File: src/rtl/flash_seq_pkg.sv
// Shared opcodes, sequencer state encoding and small constant helpers for flash_seq.
package flash_seq_pkg;

    localparam logic [4:0] OP_READ  = 5'b01100;
    localparam logic [4:0] OP_WRITE = 5'b10100;
    localparam logic [4:0] OP_RESET = 5'b11100;
    localparam logic [4:0] OP_ARM   = 5'b11101;

    typedef enum logic [2:0] {
        IDLE,
        RD_WAIT,
        RD_CAP,
        WR_DATA,
        WR_PULSE,
        WR_REC,
        RST_PULSE,
        RST_REC
    } seqState_t;

    function automatic int maxOf3(input int a, input int b, input int c);
        int m;
        m = (a > b) ? a : b;
        return (m > c) ? m : c;
    endfunction

endpackage

File: src/rtl/flash_seq_timer.sv
// Loadable down-counter; done is high while the count sits at zero.
module flash_seq_timer #(
    parameter int W = 4
) (
    input  logic         clk,
    input  logic         rst_n,
    input  logic         load,
    input  logic [W-1:0] loadVal,
    output logic         done
);

    logic [W-1:0] cnt;

    always_ff @(posedge clk) begin
        if (!rst_n) begin
            cnt <= '0;
        end else if (load) begin
            cnt <= loadVal;
        end else if (cnt != '0) begin
            cnt <= cnt - 1'b1;
        end
    end

    assign done = (cnt == '0);

endmodule

File: src/rtl/flash_seq.sv
// Parallel NOR flash command sequencer: burst read/write, plus a flash reset that
// only fires inside a short window opened by a separate arm command.
module flash_seq
    import flash_seq_pkg::*;
#(
    parameter int ADDR_W = 20,
    parameter int DATA_W = 16,
    parameter int LEN_W  = 8,
    parameter int T_RD   = 3,
    parameter int T_WR   = 4,
    parameter int T_RST  = 16,
    parameter int ARM_TO = 64
) (
    input  logic              clk,
    input  logic              rst_n,
    input  logic              cmd_valid,
    output logic              cmd_ready,
    input  logic [4:0]        cmd_op,
    input  logic [ADDR_W-1:0] cmd_addr,
    input  logic [LEN_W-1:0]  cmd_len,
    input  logic [DATA_W-1:0] wr_data,
    input  logic              wr_valid,
    output logic              wr_ready,
    output logic [DATA_W-1:0] rd_data,
    output logic              rd_valid,
    output logic [ADDR_W-1:0] flash_addr,
    input  logic [DATA_W-1:0] flash_dq_in,
    output logic [DATA_W-1:0] flash_dq_out,
    output logic              flash_dq_oe,
    output logic              flash_ce_n,
    output logic              flash_oe_n,
    output logic              flash_we_n,
    output logic              flash_rst_n,
    output logic              busy,
    output logic              err
);

    localparam int TW = $clog2(maxOf3(T_RD, T_WR, T_RST) + 1);
    localparam int AW = $clog2(ARM_TO + 1);

    seqState_t state, nextState;

    logic [ADDR_W-1:0] addr;
    logic [LEN_W-1:0]  lenCnt;
    logic [DATA_W-1:0] rdDataQ, dqOutQ;
    logic              rdValidQ, errQ;
    logic              armed;
    logic [AW-1:0]     armCnt;
    logic              tmrLoad, tmrDone;
    logic [TW-1:0]     tmrVal;
    logic              accept, opLegal;

    assign cmd_ready = (state == IDLE) && rst_n;
    assign accept    = cmd_valid && cmd_ready;
    assign opLegal   = (cmd_op == OP_READ) || (cmd_op == OP_WRITE) ||
                       (cmd_op == OP_RESET) || (cmd_op == OP_ARM);

    always_ff @(posedge clk) begin
        if (!rst_n) begin
            state <= IDLE;
        end else begin
            state <= nextState;
        end
    end

    always_comb begin
        nextState = state;
        case (state)
            IDLE: begin
                if (accept) begin
                    if (cmd_op == OP_READ)                nextState = RD_WAIT;
                    else if (cmd_op == OP_WRITE)          nextState = WR_DATA;
                    else if (cmd_op == OP_RESET && armed) nextState = RST_PULSE;
                end
            end
            RD_WAIT:   if (tmrDone) nextState = RD_CAP;
            RD_CAP:    nextState = (lenCnt != '0) ? RD_WAIT : IDLE;
            WR_DATA:   if (wr_valid) nextState = WR_PULSE;
            WR_PULSE:  if (tmrDone) nextState = WR_REC;
            WR_REC:    nextState = (lenCnt != '0) ? WR_DATA : IDLE;
            RST_PULSE: if (tmrDone) nextState = RST_REC;
            RST_REC:   if (tmrDone) nextState = IDLE;
            default:   nextState = IDLE;
        endcase
    end

    // Timer loads on entry so a state lasts loadVal+1 cycles; RD_CAP->RD_WAIT counts as entry.
    always_comb begin
        tmrLoad = 1'b0;
        tmrVal  = '0;
        if (nextState != state) begin
            case (nextState)
                RD_WAIT:   begin tmrLoad = 1'b1; tmrVal = TW'(T_RD - 1);  end
                WR_PULSE:  begin tmrLoad = 1'b1; tmrVal = TW'(T_WR - 1);  end
                RST_PULSE,
                RST_REC:   begin tmrLoad = 1'b1; tmrVal = TW'(T_RST - 1); end
                default:   begin tmrLoad = 1'b0; tmrVal = '0;             end
            endcase
        end
    end

    flash_seq_timer #(.W(TW)) uTimer (
        .clk     (clk),
        .rst_n   (rst_n),
        .load    (tmrLoad),
        .loadVal (tmrVal),
        .done    (tmrDone)
    );

    always_ff @(posedge clk) begin
        if (!rst_n) begin
            addr     <= '0;
            lenCnt   <= '0;
            rdDataQ  <= '0;
            rdValidQ <= 1'b0;
            dqOutQ   <= '0;
            errQ     <= 1'b0;
            armed    <= 1'b0;
            armCnt   <= '0;
        end else begin
            rdValidQ <= 1'b0;
            errQ     <= 1'b0;
            if (accept) begin
                addr   <= cmd_addr;
                lenCnt <= cmd_len;
            end
            if (state == RD_CAP) begin
                rdDataQ  <= flash_dq_in;
                rdValidQ <= 1'b1;
            end
            if ((state == RD_CAP || state == WR_REC) && lenCnt != '0) begin
                addr   <= addr + ADDR_W'(1);
                lenCnt <= lenCnt - 1'b1;
            end
            if (state == WR_DATA && wr_valid) begin
                dqOutQ <= wr_data;
            end
            // Acceptance is checked before expiry, so a reset landing on the last armed cycle still runs.
            if (accept) begin
                errQ <= !opLegal || (cmd_op == OP_RESET && !armed);
                if (cmd_op == OP_ARM) begin
                    armed  <= 1'b1;
                    armCnt <= AW'(ARM_TO);
                end else begin
                    armed <= 1'b0;
                end
            end else if (armed) begin
                if (armCnt == AW'(1)) armed <= 1'b0;
                armCnt <= armCnt - 1'b1;
            end
        end
    end

    always_comb begin
        flash_ce_n  = 1'b1;
        flash_oe_n  = 1'b1;
        flash_we_n  = 1'b1;
        flash_rst_n = 1'b1;
        flash_dq_oe = 1'b0;
        wr_ready    = 1'b0;
        case (state)
            RD_WAIT, RD_CAP: begin
                flash_ce_n = 1'b0;
                flash_oe_n = 1'b0;
            end
            WR_DATA:   wr_ready = 1'b1;
            WR_PULSE: begin
                flash_ce_n  = 1'b0;
                flash_we_n  = 1'b0;
                flash_dq_oe = 1'b1;
            end
            WR_REC: begin
                flash_ce_n  = 1'b0;
                flash_dq_oe = 1'b1;
            end
            RST_PULSE: flash_rst_n = 1'b0;
            default: ;
        endcase
    end

    assign busy         = (state != IDLE);
    assign err          = errQ;
    assign rd_data      = rdDataQ;
    assign rd_valid     = rdValidQ;
    assign flash_addr   = addr;
    assign flash_dq_out = dqOutQ;

endmodule

File: config.mk
export PLATFORM = sky130hd
export DESIGN_NAME = flash_seq
export DESIGN_NICKNAME = d
export VERILOG_FILES = /design/src/rtl/flash_seq_pkg.sv /design/src/rtl/flash_seq_timer.sv /design/src/rtl/flash_seq.sv
export SDC_FILE = /design/constraint.sdc
export NUM_CORES = 1
export LEC_CHECK = 0
export BUFFER_PORTS_ARGS = -buffer_cell sky130_fd_sc_hd__buf_4
export CORE_MARGIN = 8
export CORE_UTILIZATION = 54
export CTS_BUF_LIST = sky130_fd_sc_hd__clkbuf_16
export DETAILED_ROUTE_END_ITERATION = 7
export GPL_ROUTABILITY_DRIVEN = 0
export PLACE_DENSITY = 0.85
export SLEW_MARGIN = 20
export SYNTH_ARGS = -nofsm -noshare
export SYNTH_HDL_FRONTEND = slang
export SYNTH_SLANG_ARGS = --single-unit
File: constraint.sdc
create_clock -name clk -period 3.8 [get_ports clk]
set_input_delay 0.76 -clock clk [delete_from_list [all_inputs] [get_ports clk]]
set_output_delay 0.76 -clock clk [all_outputs]
set_load 0.02 [all_outputs]
After elaboration in Yosys (flattened, before gate mapping):

Cells that the tools add are included.

* equality and inequality tests: 18
* add/subtract/negate cells: 4
* reductions and logical operators: 28
* multiplexer cells: 36

Operators by type and width (count)
* 2-to-1 mux 20 bit: 2
* 2-to-1 mux 3 bit: 9
* case mux 3 bit (8 select lines): 1
* == test 3 bit, second input constant: 7
* 2-to-1 mux 7 bit: 3
* adder 20 x 1 -> 20 bit, second input constant: 1
* 2-to-1 mux 8 bit: 2
* == test 5 bit, second input constant: 3
* 2-to-1 mux 1 bit: 14
* case mux 4 bit (3 select lines): 1
* 2-to-1 mux 5 bit: 2
* nonzero test 8 bit: 1
* OR reduction 4 bit: 2
* subtractor 8 x 1 -> 8 bit, second input constant: 1
* == test 7 x 1 -> 1 bit, second input constant: 1
* subtractor 7 x 1 -> 7 bit, second input constant: 1
* == test 3 x 1 -> 1 bit, second input constant: 2
* == test 3 x 2 -> 1 bit, second input constant: 2
* logical AND 1 bit: 6
* nonzero test 2 bit: 3
* OR reduction 2 bit: 3
* == test 5 x 4 -> 1 bit, second input constant: 1
* zero test 5 bit: 1
* logical OR 1 bit: 5
* 10 further kinds: 12

* register bits after elaboration: 78

Depth between registers and ports, before layout:

Gate-level depths: netlist (run 1).

* depth after elaboration: 12
* gate-level depth with buffers: 9
* mapped depth without buffers: 8

Hierarchy:

A second synthesis (run 1) with hierarchy kept.

* cells, all modules: 497
* area total of the unflattened synthesis: 3854.9 um^2

Modules (own cells, without submodules)
* flash_seq: seq. area each 1461.4 um^2, instances 1, area an instance 3554.7 um^2, cells an instance 463
* flash_seq_timer: seq. area each 100.1 um^2, instances 1, area an instance 300.3 um^2, cells an instance 34

Least setup slack after synthesis (run 1):

OpenSTA, ideal clock, no wires.

* path kind: input-to-reg
* from: in cmd_op[0]
* to: reg uTimer.cnt[2]
* required time: 3.665 ns
* stages on the path: 6
* buffers on the path: 0
* setup slack: 1.282 ns
* arrival: 2.384 ns
* path through: or4_1 > nor4b_1 > a221oi_1 > and4bb_1 > xnor2_1 > o211ai_1

* longest elaborated chain between the ends: 12
* elaborated cells on any way between the ends: 22

Ends and longest elaborated chain
* start: declaration: line flash_seq.sv:18 `input logic [4:0] cmd_op,`
* == test 5 bit: line flash_seq.sv:73 `else if (cmd_op == OP_RESET && armed) nextState = RST_PULSE;`
* logical AND 1 bit: line flash_seq.sv:73
* 2-to-1 mux 3 bit: line flash_seq.sv:73
* 2-to-1 mux 3 bit: line flash_seq.sv:72 `else if (cmd_op == OP_WRITE) nextState = WR_DATA;`
* 2-to-1 mux 3 bit (*): line flash_seq.sv:71 `if (cmd_op == OP_READ) nextState = RD_WAIT;`
* 2-to-1 mux 3 bit (*): line flash_seq.sv:70 `if (accept) begin`
* case mux 3 bit (8 select lines) (*): line flash_seq.sv:68 `case (state)`
* == test 3 bit / == test 3 x 1 -> 1 bit (equally long branches): line flash_seq.sv:92 `case (nextState)`
* OR reduction 2 bit / OR reduction 4 bit (equally long branches)
* case mux 4 bit (3 select lines) / 2-to-1 mux 1 bit (equally long branches): line flash_seq.sv:92
* 2-to-1 mux 4 bit / 2-to-1 mux 1 bit (equally long branches): line flash_seq.sv:91 `if (nextState != state) begin`
* 2-to-1 mux 5 bit / nonzero test 2 bit (equally long branches)
* end signal: assignment: line flash_seq_timer.sv:18 `cnt <= loadVal;`
* end signal: assignment: line flash_seq_timer.sv:20 `cnt <= cnt - 1'b1;`
* end: declaration: line flash_seq_timer.sv:12 `logic [W-1:0] cnt;`

Every way passes the cells marked *; elsewhere a longest branch is shown, timed or not.
A chain may end at the register's enable or synchronous reset.

Worst setup path after layout (run 1):

* from: reg state[2]
* to: reg addr[18] (netlist: flash_addr[18])

* longest elaborated chain between the ends: 4
* elaborated cells on any way between the ends: 9

Ends and longest elaborated chain
* start: declaration: line flash_seq.sv:41 `seqState_t state, nextState;`
* start signal: assignment: line flash_seq.sv:62 `state <= nextState;`
* == test 3 x 2 -> 1 bit, or another cell as far along: line flash_seq.sv:131 `if ((state == RD_CAP || state == WR_REC) && lenCnt != '0) begin`
* logical OR 1 bit / logical AND 1 bit (equally long branches): line flash_seq.sv:131, flash_seq.sv:53
* logical AND 1 bit, on equally long branches: line flash_seq.sv:131, flash_seq.sv:54
* 2-to-1 mux 20 bit / nonzero test 2 bit (equally long branches)
* end signal: assignment: line flash_seq.sv:124 `addr <= cmd_addr;`
* end signal: assignment: line flash_seq.sv:132 `addr <= addr + ADDR_W'(1);`
* end: declaration: line flash_seq.sv:43 `logic [ADDR_W-1:0] addr;`

Several ways; a longest one is shown, not always the timed one.

==> summary.md, run 1 <==
| Metric | Value |
|---|---|
| Status | `completed` |
| Synth Area in Compound Gates | `22.9%` |
| CP max FO | `18` |
| Fraction of layout instances using a drive strength above 1 | `26.1%` |
| Share of power burned in the clock network | `41.7%` |
| Slew HR | `56.3%` |
| Root Buffer | `clkbuf_16` |
| First-pass GRT wire length | `18,400 um` |
| Post-Syn Area | `3850 um^2` |
| Max clock buf depth | `2` |
| Drt initial violations | `224` |
| Critical path buffers and inverters | `0` |
| CP top delay family | `simple AND/OR/NAND/NOR gates` |
| Syn nets | `567` |
| Post-Synthesis Cells | `492` |
| Die Width | `100 um` |
| CP cell instances | `nor2b_1 -> a21oi_2 -> nor4_2 -> nand4_1 -> or3_1 -> a31oi_1` |
| Gr ovfl total | `0` |
| Switch Pwr | `610 uW` |
| CTS buffer count | `9` |
| Post-CTS Setup Bufs | `0` |
| Number of flops mapped to enable cells by yosys | `0` |
| Switching Fraction | `26.3%` |
| Sequential share of the synthesized area | `40.5%` |
| I/O Pins | `131` |
| Maximum VDD drop | `0.000249 V` |
| Hold depth | `2` |
| TNS Setup | `0 ns` |
| Hold_buf cts | `0` |
| Total number of vias | `4,060` |
| Crit Path Category | `register to register` |
| Pwr Density | `446 nW/um^2` |
| Synth area leader | `dfxtp_1` |
| Floorplan row count | `31` |
| Non-filler cells, final | `712` |
| Ys flop type | `dfxtp_1` |
| Combinational share of power | `18.4%` |
| Die footprint | `10,100 um^2` |
| Largest cells by area after synthesis | `dfxtp_1 41%, nand2_1 10%, a21oi_1 7.7%` |
| Most frequent cells in the layout | `134 x buf_4, 103 x nand2_1, 78 x dfxtp_1` |
| Fmax | `367 MHz` |
| Largest family of logic cells by synthesized area | `simple AND/OR/NAND/NOR gates` |
| Leakage | `2.13 nW` |
| Clock transition at the registers of the reported paths | `0.06 ns` |
| Least-Margin Pin Slew | `0.655 ns` |
| NumNets Final | `684` |
| Slew Limit Fails | `0` |
| Average size of a mapped cell | `7.84 um^2` |
| R2R depth | `6` |
| Crit path time final | `2.72 ns` |
| WL met1 | `4750 um` |
| Flop pwr share | `39.9%` |
| Maxcap violations | `0` |
| CTS H-tree lvls | `3` |
| Adder-cell share of the synthesized area | `1.95%` |
| Leading cell type in the layout, fill and taps excluded | `buf_4` |
| Post-synthesis simple-gate area fraction | `27.8%` |
| #FFs+latches synth | `78` |
| Async S/R FF share, synth | `0%` |
| Mux share of post-synthesis cell area | `0.584%` |
| ANT nets after route | `0` |
| Yosys warning count | `0` |
| Layout area overhead | `35.2%` |
| Worst Skew | `0.00576 ns` |
| Final setup fails | `0` |
| DRC Markers | `0` |
| ANT cells | `0` |
| Vias per cell | `5.70` |
| WL met2 | `5940 um` |
| Worst path arrival time | `2.97 ns` |
| Synth Area in XOR/XNOR | `2.27%` |
| Period Utilization, post-route | `71.6%` |
| CP Depth | `6` |
| I/O Buffers | `130` |
| Largest net degree at the start of global routing | `59` |
| Placed Instances | `697` |
| Critical path required time | `4.05 ns` |
| Top layer in use | `met4` |
| Final hold vios | `0` |
| Netlist cell types | `58` |
| Worst-Skew Late Latency | `0.33 ns` |
| Final WL | `11,500 um` |
| CTS Sinks | `78` |
| RSZ-0062 raised after global routing | `no` |
| Initial core utilization | `54.3%` |
| Internal | `1.71 mW` |
| GRT Total Usage | `22.4%` |
| Initial antenna violation count | `0` |
| DRT Pass-1 Iters | `4` |
| Number of global-route vias before repair | `3,821` |
| CTS tree | `done` |
| WL per Instance | `16.2 um` |
| Crit. End Element | `register` |
| Power, Total | `2.32 mW` |
| Worst path max stage delay | `0.66 ns` |
| Post-DP HPWL | `8170 um` |
| Post-CTS sizing | `0` |
| Routed wl met3 | `625 um` |
| Post-synth top area share | `40.5%` |
| Core Region | `7100 um^2` |
| Slowest CP cell | `dfxtp_1` |
| Die H | `100 um` |
| CP Launch Type | `register` |
| Hold Crit Class | `register to register` |
| Final core utilization | `73.4%` |
## worst reg2reg max path, stage by stage, from the launching register on
cell     delay, ns
dfxtp_1       0.66
nor2b_1       0.52
a21oi_2       0.20
nor4_2        0.52
nand4_1       0.21
or3_1         0.34
a31oi_1       0.19
## synth_stat cells, drive strengths merged, types with 7 or more instances
cell type / count
or3: 12
inv: 11
nand2: 103
o21ai: 21
and3: 8
a21oi: 60
nor2: 31
dfxtp: 78
nor3: 14
nor2b: 7
a31oi: 7
clkbuf: 22
nand3: 9
xnor2: 7
a211oi: 11
## cells by family (layout without fill, tap and decap cells)
| logic type | count (synthesis) | in the layout |
|---|---|---|
| AND/OR/NAND/NOR | 219 | 219 |
| multiplexers | 2 | 2 |
| XOR/XNOR | 10 | 10 |
| adder cells (fa/ha/maj) | 6 | 6 |
| flip-flops | 78 | 78 |
| AO/OA/AOI/OAI | 138 | 138 |
| buffers and inverters | 39 | 160 |
## final cells by class
type,count,area [um^2]
Multi-Input combinational cell,375,2140
Fill cell,550,1890
Sequential cell,78,1560
Timing Repair Buffer,134,1010
Clock buffer,9,225
Tap cell,99,124
Clock inverter,6,110
Inverter,11,41.3
## layer usage
| metal | vias to the layer above | GRT usage, % |
|---|---|---|
| li1 | 1994 | - |
| met1 | 1912 | 26.2 |
| met2 | 137 | 39.0 |
| met3 | 17 | 3.87 |
| met4 | 0 | 9.88 |
| met5 | - | 0 |
## flip-flops by register name, summed over array words and instances (netlist names)
name	cells
armCnt	7
armed	1
err	1
flash_addr	20
flash_dq_out	16
lenCnt	8
rd_data	16
rd_valid	1
state	3
uTimer.cnt	5
## path summary, 6_finish.rpt
check | start | endpoint | slack [ns]
max | state[2]$_SDFF_PN0_ | flash_addr[18]$_SDFFE_PN0P_ | 1.08
min | rd_data[15]$_SDFFE_PN0P_ | rd_data[15]$_SDFFE_PN0P_ | 0.46
min reg2reg | rd_data[15]$_SDFFE_PN0P_ | rd_data[15]$_SDFFE_PN0P_ | 0.46
max reg2reg | state[2]$_SDFF_PN0_ | flash_addr[18]$_SDFFE_PN0P_ | 1.08
## power by group through the flow
| stage | logic (mW) | registers [mW] | clock network [mW] |
|---|---|---|---|
| final | 0.428 | 0.926 | 0.969 |
| after CTS | 0.425 | 0.925 | 0.976 |
| after detailed placement | 0.420 | 0.942 | 0 |
| after floorplan | 0.268 | 0.947 | 0 |
| after global routing | 0.467 | 0.934 | 1.01 |
| after global placement | 0.408 | 0.939 | 0 |
## per-stage QoR
step | area (um^2) | hold WS, ns | setup slack (ns)
final | 5210 | 0.456 | 1.08
after global routing | 5210 | 0.475 | 0.861
after CTS | 5210 | 0.457 | 1.13
after detailed placement | 4870 | 0.444 | 0.932
after global placement | 4870 | 0.437 | 1.01
after floorplan | 3850 | 0.414 | 1.28
Note: power is estimated with default switching activity, not from simulation.
==> run 2, diff against run 1 <==
Settings changed: CORE_UTILIZATION 54 to 46, PLACE_DENSITY 0.85 to 0.77.
Clock period 3.8 ns to 2.4 ns, I/O delays scaled along.
==> run 2 against run 1 <==
Compared with the run above: die area grew 15%; via count grew 1.7%; clock power grew 38%; sequential power grew 59%; non-clock buffer count grew 24; fmax grew 15%; first-iteration DRC count grew 7.6%; worst setup slack lost 1.0 ns; core utilization shrank 6.7 points; routed wire length grew 8.0%; critical path type unchanged; critical endpoint is now uTimer.cnt[4]$_SDFFE_PN0P_.
==> summary.md, run 2 (same netlist as run 1, synthesis figures left out) <==
| Metric | Value |
|---|---|
| ANT nets after route | `0` |
| Crit. End Element | `register` |
| GRT Total Usage | `20.9%` |
| CP Launch Type | `register` |
| Worst path arrival time | `2.60 ns` |
| Max reg flops | `20` |
| Placed Instances | `725` |
| Max clock buf depth | `2` |
| Slowest CP cell | `nor4b_4` |
| Worst path max stage delay | `0.45 ns` |
| Crit Path Category | `register to register` |
| Fraction of layout instances using a drive strength above 1 | `31.1%` |
| Die Width | `108 um` |
| Worst-Skew Late Latency | `0.33 ns` |
| Final WL | `12,400 um` |
| I/O Pins | `131` |
| Number of global-route vias before repair | `4,023` |
| CTS tree | `done` |
| Pwr Density | `656 nW/um^2` |
| CP endpoint | `uTimer.cnt[4]$_SDFFE_PN0P_` |
| Final setup fails | `0` |
| Fmax | `423 MHz` |
| Clock transition at the registers of the reported paths | `0.06 ns` |
| Gr ovfl total | `0` |
| Switch Pwr | `1.02 mW` |
| Worst Setup SP | `uTimer.cnt[0]$_SDFFE_PN0P_` |
| CTS Sinks | `78` |
| Core Region | `8180 um^2` |
| R2R depth | `9` |
| DRC Markers | `0` |
| RSZ-0062 raised after global routing | `yes` |
| Combinational share of power | `21.5%` |
| Drt initial violations | `241` |
| Maximum VDD drop | `0.000375 V` |
| Initial core utilization | `47.2%` |
| Switching Fraction | `28.5%` |
| Post-DP HPWL | `9010 um` |
| CP Depth | `9` |
| Slew HR | `58.5%` |
| Critical path required time | `2.64 ns` |
| ANT cells | `0` |
| FF-to-FF setup slack | `0.03 ns` |
| Final instance area | `5460 um^2` |
| Slew Limit Fails | `0` |
| Layout area overhead | `41.5%` |
| Cell mode on critical path | `a221oi_2` |
| Die footprint | `11,600 um^2` |
| Flop pwr share | `41.1%` |
| CTS H-tree lvls | `3` |
| Placed cell areas | `5060 um^2` |
| WL per Instance | `16.8 um` |
| Leading cell type in the layout, fill and taps excluded | `buf_4` |
| Maxcap violations | `0` |
| Hold_buf cts | `0` |
| First-pass GRT wire length | `19,900 um` |
| Internal | `2.56 mW` |
| Fillers | `712` |
| Share of power burned in the clock network | `37.4%` |
| Most frequent cells in the layout | `157 x buf_4, 102 x nand2_1, 77 x dfxtp_1` |
| Floorplan row count | `33` |
| Vias per cell | `5.56` |
| Reg2reg start | `uTimer.cnt[0]$_SDFFE_PN0P_` |
| Worst Skew | `0.00519 ns` |
| Status | `completed` |
| Reg2reg end | `uTimer.cnt[4]$_SDFFE_PN0P_` |
| CP max FO | `6` |
| Fin Hold WS | `0.390 ns` |
| Non-filler cells, final | `742` |
| CP cell instances | `inv_2 -> ha_4 -> nor4b_4 -> a21oi_2 -> a221oi_2 -> and4bb_1 -> xnor2_1 -> buf_4 -> a221oi_2` |
| Critical path buffers and inverters | `2` |
| Largest net degree at the start of global routing | `44` |
| CTS buffer count | `9` |
| NumNets Final | `708` |
| Total number of vias | `4,127` |
| Crit path time final | `2.37 ns` |
| I/O Buffers | `130` |
| Final hold vios | `0` |
| Period Utilization, post-route | `98.6%` |
| Initial antenna violation count | `0` |
| DRT Pass-1 Iters | `4` |
| Least-Margin Pin Slew | `0.623 ns` |
| Leakage | `2.27 nW` |
| Die H | `108 um` |
| Hold Crit Class | `primary input to register` |
| CP top delay family | `compound AO/OA/AOI/OAI gates` |
| Root Buffer | `clkbuf_16` |
## run 2: cell types whose count changed in the layout (fill, tap and decap cells not counted), sizes merged
cell and change:
clkinv +2, bufinv -2, buf +24, clkinvlp -1
inv +1
## run 2: final cells by class
class                   instances  area (um^2)  share of cell area [%]
inverters                      11         41.3                   0.757
clock buffers                   9          225                    4.13
repair buffers                158         1200                    22.0
well taps                     105          131                    2.41
clock inverters                 6         61.3                    1.12
flip-flops and latches         78         1560                    28.6
multi-input cells             375         2240                    41.0
## run 2: metrics by stage
| stage | worst slack (ns) | utilization (%) | power (mW) | TNS, ns |
|---|---|---|---|---|
| finish | 0.0347 | 66.7 | 3.58 | 0 |
| global route | -0.0653 | 66.7 | 3.74 | -0.226 |
| CTS | -0.000402 | 65.7 | 3.54 | -0.000402 |
| detailed placement | -0.146 | 61.9 | 2.20 | -0.451 |
| global placement | -0.0755 | 61.9 | 2.17 | -0.162 |
| floorplan | 0.148 | - | 1.92 | 0 |
## run 2: layer usage
metal / vias to the layer above / share of wire (%) / global-route usage, %
met1: 1971 / 41 / 24.3
met2: 96 / 53 / 36.9
li1: 2040 / - / -
met3: 20 / 4.4 / 4.73
met4: 0 / 2.2 / 6.84
met5: - / 0 / 0
## run 2: repair_timing
| action | 4_1_cts | 5_1_grt |
|---|---|---|
| pin swaps | 1 | 6 |
| setup endpoints to repair | 5 | 12 |
| setup buffers | 0 | 2 |
| gates resized for setup | 4 | 14 |
## run 2: power by group through the flow
stage          clock network, mW  registers [mW]  logic [mW]
6_report                    1.34            1.47       0.771
5_1_grt                     1.41            1.48       0.844
4_1_cts                     1.35            1.46       0.727
3_5_place_dp                   0            1.49       0.711
3_3_place_gp                   0            1.48       0.689
2_1_floorplan                  0            1.50       0.424
## run 2: worst reg2reg max path: stages (launching register included)
cell and delay [ns]:
dfxtp_2 0.34, inv_2 0.08, ha_4 0.14, nor4b_4 0.45, a21oi_2 0.13, a221oi_2 0.34, and4bb_1 0.25, xnor2_1 0.13
buf_4 0.16, a221oi_2 0.25
## run 2: how the worst min path moves through the flow
stage	cells after the start	from	endpoint	slack, ns
2_1_floorplan	1	armCnt[4]$_SDFFE_PN0P_	armCnt[4]$_SDFFE_PN0P_	0.41
3_3_place_gp	1	armCnt[4]$_SDFFE_PN0P_	armCnt[4]$_SDFFE_PN0P_	0.44
3_5_place_dp	1	armCnt[4]$_SDFFE_PN0P_	armCnt[4]$_SDFFE_PN0P_	0.44
4_1_cts	3	wr_data[4]	flash_dq_out[4]$_SDFFE_PN0P_	0.39
5_1_grt	3	flash_dq_in[3]	rd_data[3]$_SDFFE_PN0P_	0.38
6_report	3	flash_dq_in[11]	rd_data[11]$_SDFFE_PN0P_	0.39
==> run 3, diff against run 2 <==
Settings changed: BUFFER_PORTS_ARGS -buffer_cell sky130_fd_sc_hd__buf_4 to -buffer_cell sky130_fd_sc_hd__buf_2.
Clock period 2.4 ns to 2 ns, I/O delays scaled along.
==> run 3 against run 2 <==
Compared with the run above: the run now ends with negative setup slack left; via count grew 8.3%; first-iteration DRC count is 0.41% higher; core utilization rose by 2.0 points; fmax is 5.2% higher; routed wire length grew 6.7%; sequential share of layout area fell by 0.64 points; power increased by 24%; worst setup slack got worse by 0.28 ns.
==> summary.md, run 3 (same netlist as run 1, synthesis figures left out) <==
| Metric | Value |
|---|---|
| Hold Crit Class | `primary input to register` |
| Worst path arrival time | `2.49 ns` |
| Reg2reg end | `uTimer.cnt[0]$_SDFFE_PN0P_` |
| Crit. End Element | `register` |
| CP max FO | `6` |
| WL per Instance | `16.9 um` |
| Post-DP HPWL | `9670 um` |
| ANT cells | `0` |
| GRT Total Usage | `22.2%` |
| Hold_buf cts | `0` |
| Final WL | `13,300 um` |
| Die H | `108 um` |
| Slew HR | `61.7%` |
| Maxcap violations | `0` |
| R2R depth | `8` |
| Least-Margin Pin Slew | `0.574 ns` |
| Switch Pwr | `1.29 mW` |
| Min-Delay Startpoint | `wr_data[2]` |
| Worst-Skew Late Latency | `0.34 ns` |
| Slew Limit Fails | `0` |
| Vias per cell | `5.69` |
| Worst Skew | `0.00709 ns` |
| First-pass GRT wire length | `21,000 um` |
| Combinational share of power | `25.5%` |
| Drt initial violations | `242` |
| CTS buffer count | `9` |
| I/O Pins | `131` |
| Period Utilization, post-route | `112%` |
| Die Width | `108 um` |
| Max clock buf depth | `2` |
| Critical path required time | `2.24 ns` |
| Crit path time final | `2.25 ns` |
| Layout area overhead | `45.7%` |
| DRT Pass-1 Iters | `5` |
| Number of global-route vias before repair | `4,476` |
| Fmax | `445 MHz` |
| CTS Sinks | `78` |
| Failing checks | `negative setup slack` |
| CTS H-tree lvls | `3` |
| Final setup fails | `6` |
| FF-to-FF setup slack | `-0.25 ns` |
| Initial antenna violation count | `0` |
| Internal | `3.17 mW` |
| NumNets Final | `752` |
| ANT nets after route | `0` |
| Hold Crit Endpoint | `flash_dq_out[2]$_SDFFE_PN0P_` |
| I/O Buffers | `130` |
| Share of power burned in the clock network | `35.3%` |
| RSZ-0062 raised after global routing | `yes` |
| Flop pwr share | `39.2%` |
| Floorplan row count | `33` |
| Total number of vias | `4,469` |
| Core Region | `8180 um^2` |
| Crit Path Category | `register to register` |
| Switching Fraction | `28.9%` |
| Final core utilization | `68.7%` |
| Most frequent cells in the layout | `129 x buf_2, 100 x nand2_1, 69 x dfxtp_1, 69 x buf_4, 55 x a21oi_1` |
| DP Worst Slack | `-0.325 ns` |
| Maximum VDD drop | `0.000589 V` |
| Leakage | `2.45 nW` |
| Initial core utilization | `47.2%` |
| Gr ovfl total | `0` |
| Die footprint | `11,600 um^2` |
| TNS Setup | `-1.20 ns` |
| CTS tree | `done` |
| Largest net degree at the start of global routing | `27` |
| Max reg flops | `20` |
| Leading cell type in the layout, fill and taps excluded | `buf_2` |
| DRC Markers | `0` |
| Status | `complete, but fails checks` |
| CP Launch Type | `register` |
| Root Buffer | `clkbuf_16` |
| Fraction of layout instances using a drive strength above 1 | `39.9%` |
| Non-filler cells, final | `786` |
| Final setup margin | `-0.248 ns` |
| Clock transition at the registers of the reported paths | `0.06 ns` |
| Placed Instances | `765` |
| Hold depth | `3` |
| Power, Total | `4.46 mW` |
| Pwr Density | `794 nW/um^2` |
| Final hold vios | `0` |
| Reg2reg start | `uTimer.cnt[1]$_SDFFE_PN0P_` |
run 3: changes by cell type in the layout (fill, tap and decap cells not counted), moves of 3 or more:
cell     change
buf_6        +3
buf_4       -88
dfxtp_2      +8
a21oi_1      -3
buf_2      +129
dfxtp_1      -8
run 3: critical path, stage by stage (launching register included):
cell and delay [ns]:
dfxtp_2 0.32, inv_2 0.07, ha_4 0.14, nor4b_4 0.43, a211oi_2 0.17, a221oi_2 0.31
and4bb_4 0.29, a21bo_2 0.22, a31oi_1 0.20
run 3: area by class of cell:
cell class,count,area [um^2]
fill,698,2560
multi-input combinational,375,2370
sequential,78,1570
timing repair buffer,202,1220
clock buffer,9,225
tap,105,131
clock inverter,6,55.1
inverter,11,41.3
run 3: power groups by stage:
stage | clock network (mW) | registers (mW) | logic [mW]
3_3_place_gp | 0 | 1.77 | 0.985
3_5_place_dp | 0 | 1.77 | 1.04
4_1_cts | 1.59 | 1.74 | 1.09
2_1_floorplan | 0 | 1.81 | 0.578
5_1_grt | 1.65 | 1.76 | 1.23
6_report | 1.57 | 1.75 | 1.14
run 3: worst max path at each step:
stage                               startpoint                    endpoint  depth (start not counted)
floorplan           uTimer.cnt[1]$_SDFFE_PN0P_  uTimer.cnt[4]$_SDFFE_PN0P_                          8
global placement                     cmd_op[0]  uTimer.cnt[4]$_SDFFE_PN0P_                          7
detailed placement                   cmd_op[0]  uTimer.cnt[4]$_SDFFE_PN0P_                          7
CTS                 uTimer.cnt[0]$_SDFFE_PN0P_  uTimer.cnt[4]$_SDFFE_PN0P_                          8
global route        uTimer.cnt[1]$_SDFFE_PN0P_  uTimer.cnt[0]$_SDFFE_PN0P_                          8
finish              uTimer.cnt[1]$_SDFFE_PN0P_  uTimer.cnt[0]$_SDFFE_PN0P_                          8
run 3: what timing repair did:
item / CTS / global route
setup buffers: 4 / 2
setup endpoints to repair: 16 / 22
resized for setup: 7 / 29
pin swaps: 11 / 19
run 3: per-layer routing:
layer / track usage, % / share of wire (%) / up-vias
met5: 0 / 0 / -
met4: 12.1 / 2.9 / 0
met3: 3.83 / 5.6 / 33
met2: 37.9 / 52 / 175
met1: 25.9 / 39 / 2131
li1: - / - / 2130
run 3: metrics by stage:
stage / area [um^2] / hold WS (ns)
5_1_grt: 5620 / 0.302
3_3_place_gp: 5150 / 0.433
2_1_floorplan: 3980 / 0.414
6_report: 5620 / 0.294
4_1_cts: 5500 / 0.294
3_5_place_dp: 5150 / 0.444
